--- src/rtl/definitions_pkg.sv ---
// definitions_pkg
//   Shared definitions for the UART byte receiver: default line timing and
//   the receive FSM state encoding.
package definitions_pkg;

  localparam int UART_CLKS_PER_BIT = 32;
  localparam int UART_DATA_BITS    = 8;

  typedef enum logic [2:0] {
    WAIT_IDLE,
    IDLE,
    START,
    DATA,
    STOP
  } uart_rx_state_t;

endpackage : definitions_pkg

--- src/rtl/uart_rx_sync.sv ---
// uart_rx_sync
//   Two-flop synchronizer for a single asynchronous input. Both flops load
//   RESET_VAL during reset so the output sits at the line's idle level.
//
// Ports
//   clk      : system clock
//   rstN     : synchronous active-low reset
//   async_i  : asynchronous input
//   sync_o   : synchronized copy of async_i, two clocks of latency
module uart_rx_sync #(
  parameter logic RESET_VAL = 1'b1
) (
  input  logic clk,
  input  logic rstN,
  input  logic async_i,
  output logic sync_o
);

  logic meta_q;
  logic sync_q;

  always_ff @(posedge clk) begin
    if (!rstN) begin
      meta_q <= RESET_VAL;
      sync_q <= RESET_VAL;
    end else begin
      meta_q <= async_i;
      sync_q <= meta_q;
    end
  end

  assign sync_o = sync_q;

endmodule : uart_rx_sync

--- src/rtl/uart_byte_receiver.sv ---
// uart_byte_receiver
//   UART receive front end: 1 start bit, DATA_BITS data bits LSB first,
//   1 stop bit, idle high. Bits are sampled at their mid-point by a counter
//   running at CLKS_PER_BIT clocks per bit. Completed bytes land in a single
//   holding register delivered over a valid/ready handshake.
//
//   state     | meaning
//   ----------+------------------------------------------------------------
//   WAIT_IDLE | after reset or a break: wait for the line to read high
//   IDLE      | line idle, looking for a start edge
//   START     | half-bit wait, confirm start bit still low
//   DATA      | sample DATA_BITS data bits at bit mid-points
//   STOP      | sample stop bit; deliver byte or flag a framing error
//
// Ports
//   clk        : system clock
//   rstN       : synchronous active-low reset
//   rx         : asynchronous serial input, idle high
//   data_out   : received byte, stable while data_valid=1
//   data_valid : holding register full
//   data_ready : consumer accepts data_out this cycle
//   frame_err  : one-cycle pulse when the stop bit reads 0
//   overrun    : sticky, a completed byte was dropped
//   err_clr    : clears overrun (a simultaneous new overrun wins)
//   busy       : FSM is inside a frame (not IDLE / WAIT_IDLE)
module uart_byte_receiver
  import definitions_pkg::*;
#(
  parameter int CLKS_PER_BIT = UART_CLKS_PER_BIT,
  parameter int DATA_BITS    = UART_DATA_BITS
) (
  input  logic                 clk,
  input  logic                 rstN,
  input  logic                 rx,
  output logic [DATA_BITS-1:0] data_out,
  output logic                 data_valid,
  input  logic                 data_ready,
  output logic                 frame_err,
  output logic                 overrun,
  input  logic                 err_clr,
  output logic                 busy
);

  localparam int CNT_W = $clog2(CLKS_PER_BIT);
  localparam int IDX_W = $clog2(DATA_BITS + 1);

  localparam logic [CNT_W-1:0] HALF_TC   = CNT_W'(CLKS_PER_BIT / 2 - 1);
  localparam logic [CNT_W-1:0] FULL_TC   = CNT_W'(CLKS_PER_BIT - 1);
  localparam logic [CNT_W-1:0] SETTLE_TC = CNT_W'(2);
  localparam logic [IDX_W-1:0] LAST_IDX  = IDX_W'(DATA_BITS - 1);

  logic rxs;

  uart_rx_sync #(
    .RESET_VAL (1'b1)
  ) u_sync (
    .clk     (clk),
    .rstN    (rstN),
    .async_i (rx),
    .sync_o  (rxs)
  );

  uart_rx_state_t       state_q, state_d;
  logic [CNT_W-1:0]     cnt_q,   cnt_d;
  logic [IDX_W-1:0]     idx_q,   idx_d;
  logic [DATA_BITS-1:0] shift_q, shift_d;
  logic [DATA_BITS-1:0] data_q,  data_d;
  logic                 valid_q, valid_d;
  logic                 ferr_q,  ferr_d;
  logic                 ovr_q,   ovr_d;
  logic                 load_byte;

  always_ff @(posedge clk) begin
    if (!rstN) begin
      state_q <= WAIT_IDLE;
      cnt_q   <= '0;
      idx_q   <= '0;
      shift_q <= '0;
      data_q  <= '0;
      valid_q <= 1'b0;
      ferr_q  <= 1'b0;
      ovr_q   <= 1'b0;
    end else begin
      state_q <= state_d;
      cnt_q   <= cnt_d;
      idx_q   <= idx_d;
      shift_q <= shift_d;
      data_q  <= data_d;
      valid_q <= valid_d;
      ferr_q  <= ferr_d;
      ovr_q   <= ovr_d;
    end
  end

  always_comb begin
    state_d   = state_q;
    cnt_d     = cnt_q;
    idx_d     = idx_q;
    shift_d   = shift_q;
    ferr_d    = 1'b0;
    load_byte = 1'b0;

    unique case (state_q)
      // The synchronizer flops come out of reset holding 1, not the real
      // line level. Let those values drain before trusting rxs, otherwise a
      // reset released mid-frame would resync onto a data bit.
      WAIT_IDLE: begin
        if (cnt_q != SETTLE_TC) begin
          cnt_d = cnt_q + 1'b1;
        end else if (rxs) begin
          state_d = IDLE;
        end
      end

      IDLE: begin
        if (!rxs) begin
          state_d = START;
          cnt_d   = '0;
        end
      end

      START: begin
        if (cnt_q == HALF_TC) begin
          cnt_d = '0;
          if (!rxs) begin
            state_d = DATA;
            idx_d   = '0;
          end else begin
            state_d = IDLE;
          end
        end else begin
          cnt_d = cnt_q + 1'b1;
        end
      end

      DATA: begin
        if (cnt_q == FULL_TC) begin
          cnt_d   = '0;
          shift_d = {rxs, shift_q[DATA_BITS-1:1]};
          idx_d   = idx_q + 1'b1;
          if (idx_q == LAST_IDX) begin
            state_d = STOP;
          end
        end else begin
          cnt_d = cnt_q + 1'b1;
        end
      end

      // Leave at the stop-bit mid-point so a start edge arriving right
      // after the stop bit (no idle gap) is still seen from IDLE.
      STOP: begin
        if (cnt_q == FULL_TC) begin
          cnt_d = '0;
          if (rxs) begin
            load_byte = 1'b1;
            state_d   = IDLE;
          end else begin
            ferr_d  = 1'b1;
            state_d = WAIT_IDLE;
          end
        end else begin
          cnt_d = cnt_q + 1'b1;
        end
      end

      default: begin
        state_d = WAIT_IDLE;
        cnt_d   = '0;
      end
    endcase
  end

  // Holding register. A load while full is only accepted if the current
  // byte is leaving in the same cycle; otherwise the new byte is dropped.
  always_comb begin
    data_d  = data_q;
    valid_d = valid_q;
    ovr_d   = ovr_q;

    if (valid_q && data_ready) begin
      valid_d = 1'b0;
    end
    if (err_clr) begin
      ovr_d = 1'b0;
    end
    if (load_byte) begin
      if (!valid_q || data_ready) begin
        data_d  = shift_q;
        valid_d = 1'b1;
      end else begin
        ovr_d = 1'b1;
      end
    end
  end

  assign data_out   = data_q;
  assign data_valid = valid_q;
  assign frame_err  = ferr_q;
  assign overrun    = ovr_q;
  assign busy       = (state_q != IDLE) && (state_q != WAIT_IDLE);

endmodule : uart_byte_receiver

--- config.mk ---
export PLATFORM = sky130hd
export DESIGN_NAME = uart_byte_receiver
export DESIGN_NICKNAME = d
export VERILOG_FILES = /design/src/rtl/definitions_pkg.sv /design/src/rtl/uart_rx_sync.sv /design/src/rtl/uart_byte_receiver.sv
export SDC_FILE = /design/constraint.sdc
export NUM_CORES = 1
export LEC_CHECK = 0
export ABC_AREA = 1
export CORE_MARGIN = 4
export CORE_UTILIZATION = 40
export DETAILED_ROUTE_END_ITERATION = 10
export SLEW_MARGIN = 20
export SYNTH_ARGS = -nofsm -noshare
export SYNTH_HDL_FRONTEND = slang
export SYNTH_HIERARCHICAL = 1
export SYNTH_SLANG_ARGS = --single-unit
--- constraint.sdc ---
create_clock -name clk -period 3.42 [get_ports clk]
set_clock_uncertainty 0.1 [all_clocks]
set_input_delay 0.684 -clock clk [delete_from_list [all_inputs] [get_ports clk]]
set_output_delay 0.684 -clock clk [all_outputs]
set_load 0.01 [all_outputs]
**Word-level counts from Yosys, hierarchy flattened**

Index checks and enable logic that the tools add are counted.

- Register bits after elaboration: 33
- Output and inout bits: 12
- Logic and storage cells: 73

- $add $sub $neg: 2
- Equal/unequal tests: 18
- Muxes and demuxes: 29
- Reduce and logical (&&, ||, !) cells: 14

Operators by type and width:

| cell | number |
|---|---|
| $mux 3 | 7 |
| $mux 5 | 4 |
| $pmux 5 s4 | 1 |
| $ne 2x2->1 const B | 8 |
| $pmux 3 s5 | 1 |
| $mux 4 | 3 |
| $mux 1 | 11 |
| $pmux 4 s2 | 1 |
| $reduce_and 7->1 | 1 |
| $eq 3x2->1 const B | 2 |
| $reduce_and 2->1 | 3 |
| $add 5x1->5 const B | 1 |
| $eq 5x4->1 const B | 1 |
| $eq 5x5->1 const B | 1 |
| $ne 5x2->1 const B | 1 |
| $add 4x1->4 const B | 1 |
| $eq 4x3->1 const B | 1 |
| $reduce_and 4->1 | 1 |
| $eq 3x1->1 const B | 1 |
| $eq 3x3->1 const B | 1 |
| $logic_not 3->1 | 1 |
| $ne 3x1->1 const B | 1 |
| $reduce_and 3->1 | 1 |
| $reduce_bool 3->1 | 1 |
| other kinds (7) | 8 |

**Depth between registers and ports, before layout**

- Word-level depth: 4
- Gate-level depth with buffers: 12
- Mapped depth without buffers: 12

**Modules after synthesis**

The synthesis kept the hierarchy.

Modules (own cells, without submodules):

| module | instances | cells each | area each (µm²) | sequential area each (µm²) |
|---|---|---|---|---|
| uart_byte_receiver | 1 | 223 | 1581.5 | 620.6 |
| uart_rx_sync | 1 | 6 | 55.1 | 40.0 |

**Worst setup path after synthesis**

No wires, ideal clock.

- Path kind: reg-to-reg
- Start: register cnt_q[1]
- End: register data_q[0] (netlist: data_out[0])
- Library setup time: 116 ps
- Arrival time: 1337 ps
- Path slack: 1867 ps
- Stages on the path, launching flop included: 9
- Cells stage by stage: dfxtp_1 -> ha_1 -> nand4_4 -> inv_1 -> nand3_2 -> nor2_4 -> inv_2 -> nor2_1 -> nor2_1

- Word-level cells in the longest chain between the ends: 4

RTL lines:

| item | RTL line | RTL |
|---|---|---|
| start, declared | uart_byte_receiver.sv:64 | `logic [CNT_W-1:0] cnt_q, cnt_d;` |
| start signal, assigned | uart_byte_receiver.sv:85 | `cnt_q <= cnt_d;` |
| $eq 5x5->1 | uart_byte_receiver.sv:152 | `if (cnt_q == FULL_TC) begin` |
| $mux 1 | uart_byte_receiver.sv:152 |  |
| $mux 1 | uart_byte_receiver.sv:103 | `unique case (state_q)` |
| $reduce_and 2->1 (no source line) | -- |  |
| end signal, assigned | uart_byte_receiver.sv:88 | `data_q <= data_d;` |
| end, declared | uart_byte_receiver.sv:67 | `logic [DATA_BITS-1:0] data_q, data_d;` |

No other way between the ends.
A chain may end at the register's enable or synchronous reset.

**Worst setup path in the final report**

- Start: register state_q[2]
- End: output busy

- Word-level cells in the longest chain between the ends: 2
- Elaborated cells between the ends (all ways): 3

RTL lines:

| item | RTL line | RTL |
|---|---|---|
| start, declared | uart_byte_receiver.sv:63 | `uart_rx_state_t state_q, state_d;` |
| start signal, assigned | uart_byte_receiver.sv:84 | `state_q <= state_d;` |
| $ne 3x1->1 / $reduce_bool 3->1 (equally long branches) | uart_byte_receiver.sv:200 | `assign busy = (state_q != IDLE) && (state_q != WAIT_IDLE);` |
| $logic_and 1x1->1 * | uart_byte_receiver.sv:200 |  |
| end, declared | uart_byte_receiver.sv:41 | `output logic busy` |

Every way passes the cells marked *; elsewhere a longest branch is shown, timed or not.

==> impl_summary.log <==
[metrics] Final setup viols: 0
[metrics] Synthesized Nets: 238
[metrics] largest net degree at the start of global routing: 26
[metrics] Final Slew Violations: 0
[metrics] adder and majority gate portion of the synthesized area: 0.03058
[metrics] Chip Width: 71.97 µm
[metrics] overall routing resource usage: 0.1376
[metrics] Comb pwr share: 0.398
[metrics] number of hold-slack violations in the final timing report: 0
[metrics] portion of total power attributed to sequential cells: 0.374
[metrics] ranking of synthesized cells by area: dfxtp_1 40%, nor2_1 12%, nand2_1 8.5%
[metrics] post_cts resized: 0
[metrics] worst hold start: u_sync/meta_q$_SDFF_PN1_
[metrics] peak clock frequency supported by timing: 0.4383 GHz
[metrics] net switching component of the power: 502.3 µW
[metrics] Tot Pwr: 1268 µW
[metrics] leading cell types in the layout, fill and taps excluded: 52 x nor2_1, 37 x nand2_1, 33 x dfxtp_1
[metrics] wire per inst: 11.04 µm
[metrics] site row count: 22
[metrics] CP Class: reg -> out
[metrics] routability-driven placement congestion ratio: 0.8189
[metrics] grt total ovfl: 0
[metrics] remaining max-slew budget at the tightest pin: 0.7754
[metrics] setup repair after global routing missed its margin: false
[metrics] Max IR drop VDD: 0.0002917 V
[metrics] setup total negative slack: 0 ns
[metrics] via count: 1400
[metrics] total wire length: 3278 µm
[metrics] worst hold path class: reg -> reg
[metrics] count of antenna diodes in the layout: 0
[metrics] placed wire-length estimate after detailed placement: 2376 µm
[metrics] Post-Syn Instances: 229
[metrics] power share of the clock group: 0.227
[metrics] clock root buffer: clkbuf_8
[metrics] Worst-Skew Late Latency: 0.28 ns
[metrics] portion of the post-synthesis area used by sequential elements: 0.4037
[metrics] type of element launching the critical path: flop
[metrics] transition at the pin with the smallest max-transition slack: 0.3364 ns
[metrics] mean post-synth cell area: 7.147 µm²
[metrics] critical path endpoint category: output port
[metrics] pre-CTS setup slack: 1.233 ns
[metrics] area share of xor/xnor cells in the synthesized design: 0.01070
[metrics] synthesized-area fraction occupied by ao, oa, aoi and oai cells: 0.1063
[metrics] multiplexer share of the synthesized area: 0
[metrics] Final Cycle Share: 0.6672
[metrics] worst path arrival time: 1.50 ns
[metrics] number of setup buffers added after CTS: 0
[metrics] Port Buffers: 16
[metrics] share of cells above drive strength 1: 0.1205
[metrics] Final ANT Viol Nets: 0
[metrics] overall die height: 71.97 µm
[metrics] Power per Cell Area: 659.6 mW/mm²
[metrics] crit path max fanout: 6
[metrics] number of optimization iterations in the first detailed-route pass: 4
[metrics] worst setup margin: 1.138 ns
[metrics] Hold Buf Count CTS: 0
[metrics] effective utilization at floorplan: 0.4308
[metrics] max-cap violation count: 0
[metrics] clock buffer count from CTS: 5
[metrics] count of routing violations after the opening detailed-route iteration: 73
[metrics] required time of the critical path: 2.64 ns
[metrics] Clock Path Buffers: 2
[metrics] YS warnings: 6
[metrics] Mapped Area: 0.001637 mm²
[metrics] antenna violations before repair: 0
[metrics] final-stage net count: 258
[metrics] combinational family with the most area after synthesis: simple AND/OR/NAND/NOR gates
[metrics] Die Area: 0.005179 mm²
[metrics] CTS sink count: 33
[metrics] final design utilization: 0.5063
[metrics] placeable core area: 0.003799 mm²
[metrics] CTS tree: built
[metrics] launch point of the critical path: state_q[2]$_SDFFE_PN0P_
[metrics] Yosys top cell area share: 0.4037
[metrics] result of the run: complete, no violations
[metrics] minimum clock period: 2.282 ns
[metrics] Residual DRC: 0
[metrics] total number of H-tree levels: 2
[metrics] via count of the first global-routing pass: 1259
[metrics] library cell with the largest summed area after synthesis: dfxtp_1
[metrics] clock edge transition at the registers on the reported setup and hold paths: 0.07 ns
[metrics] #FFs+latches synth: 33
[metrics] I/O Pins: 17
[metrics] leakage power figure: 0.0008905 µW
[metrics] area added between synthesis and finish: 17.51%
[metrics] number of distinct library cell variants in the gate-level netlist after synthesis: 28
[metrics] Post-Synth Simple-Gate Area: 0.3654
[metrics] reg-to-reg critical path startpoint: cnt_q[1]$_SDFFE_PN0P_
[metrics] most common library cell in the layout ignoring fill and taps: nor2_1
[metrics] wire length of the first global-routing pass: 5699 µm
[metrics] net switching fraction of the power: 0.3960
[metrics] post-DR vias/cell: 4.714
[metrics] Internal Dissipation: 766.2 µW
==> cell type report <==
class	count	area (µm²)
sequential	33	660.6
clock buffer	7	86.33
timing repair buffer	18	175.2
inverter	27	101.3
tap	48	60.06
fill	422	1876
multi-input combinational	164	839.6
==> state kept, by name (all words and copies together) (netlist names) <==
name	count
state_q	3
cnt_q	5
frame_err	1
data_valid	1
idx_q	4
u_sync/meta_q	1
overrun	1
data_out	8
u_sync/sync_o	1
shift_q	8
==> Yosys cell counts (all sizes together) <==
master  instances
a21oi          13
nand2          44
nor2           57
dfxtp          33
xnor2           1
nand3b          1
ha              4
inv            26
xor2            1
nand4           4
o22ai           1
clkbuf          2
nor4            1
clkinv          1
buf             3
o21ai          19
a22oi           1
nand3          17
==> layer usage <==
layer / vias to the layer above / global-route usage / routed length [µm]
li1: 772 / - / -
met4: 0 / 0.05637 / 41
met2: 22 / 0.1939 / 1378
met1: 601 / 0.1971 / 1733
met3: 5 / 0.03740 / 124
met5: - / 0 / 0
==> power groups by stage <==
stage	clock [µW]	combinational, µW	sequential, µW
global placement	0	508	483
CTS	301	510	473
global route	318	582	478
detailed placement	0	509	482
finish	288	505	475
floorplan	0	437	459
==> metrics by stage <==
stage	instances	instance area, µm²	hold WS [ns]
finish	297	1923	0.3025
global route	297	1923	0.3262
CTS	297	1923	0.3057
detailed placement	290	1837	0.2909
global placement	290	1837	0.2854
floorplan	229	1637	0.2795
==> critical path: stages (launching register included) <==
cell	delay (ns)
dfxtp_1	0.49
inv_2	0.13
nand2_1	0.08
clkdlybuf4s50_1	0.52
==> path summary, 6_finish.rpt <==
path,endpoint,slack (ns),cells after the start
setup / recovery,busy,1.14,3
hold / removal,u_sync/sync_o$_SDFF_PN1_,0.30,2
setup reg to reg,data_out[4]$_SDFFE_PN0P_,1.59,8
hold reg to reg,u_sync/sync_o$_SDFF_PN1_,0.30,2
==> cell families after synthesis <==
family,Yosys count
fa+ha+maj,4
flops,33
simple gates,124
xor+xnor,2
buf+inv,32
compound gates,34
(Power assumes the default switching activity.)
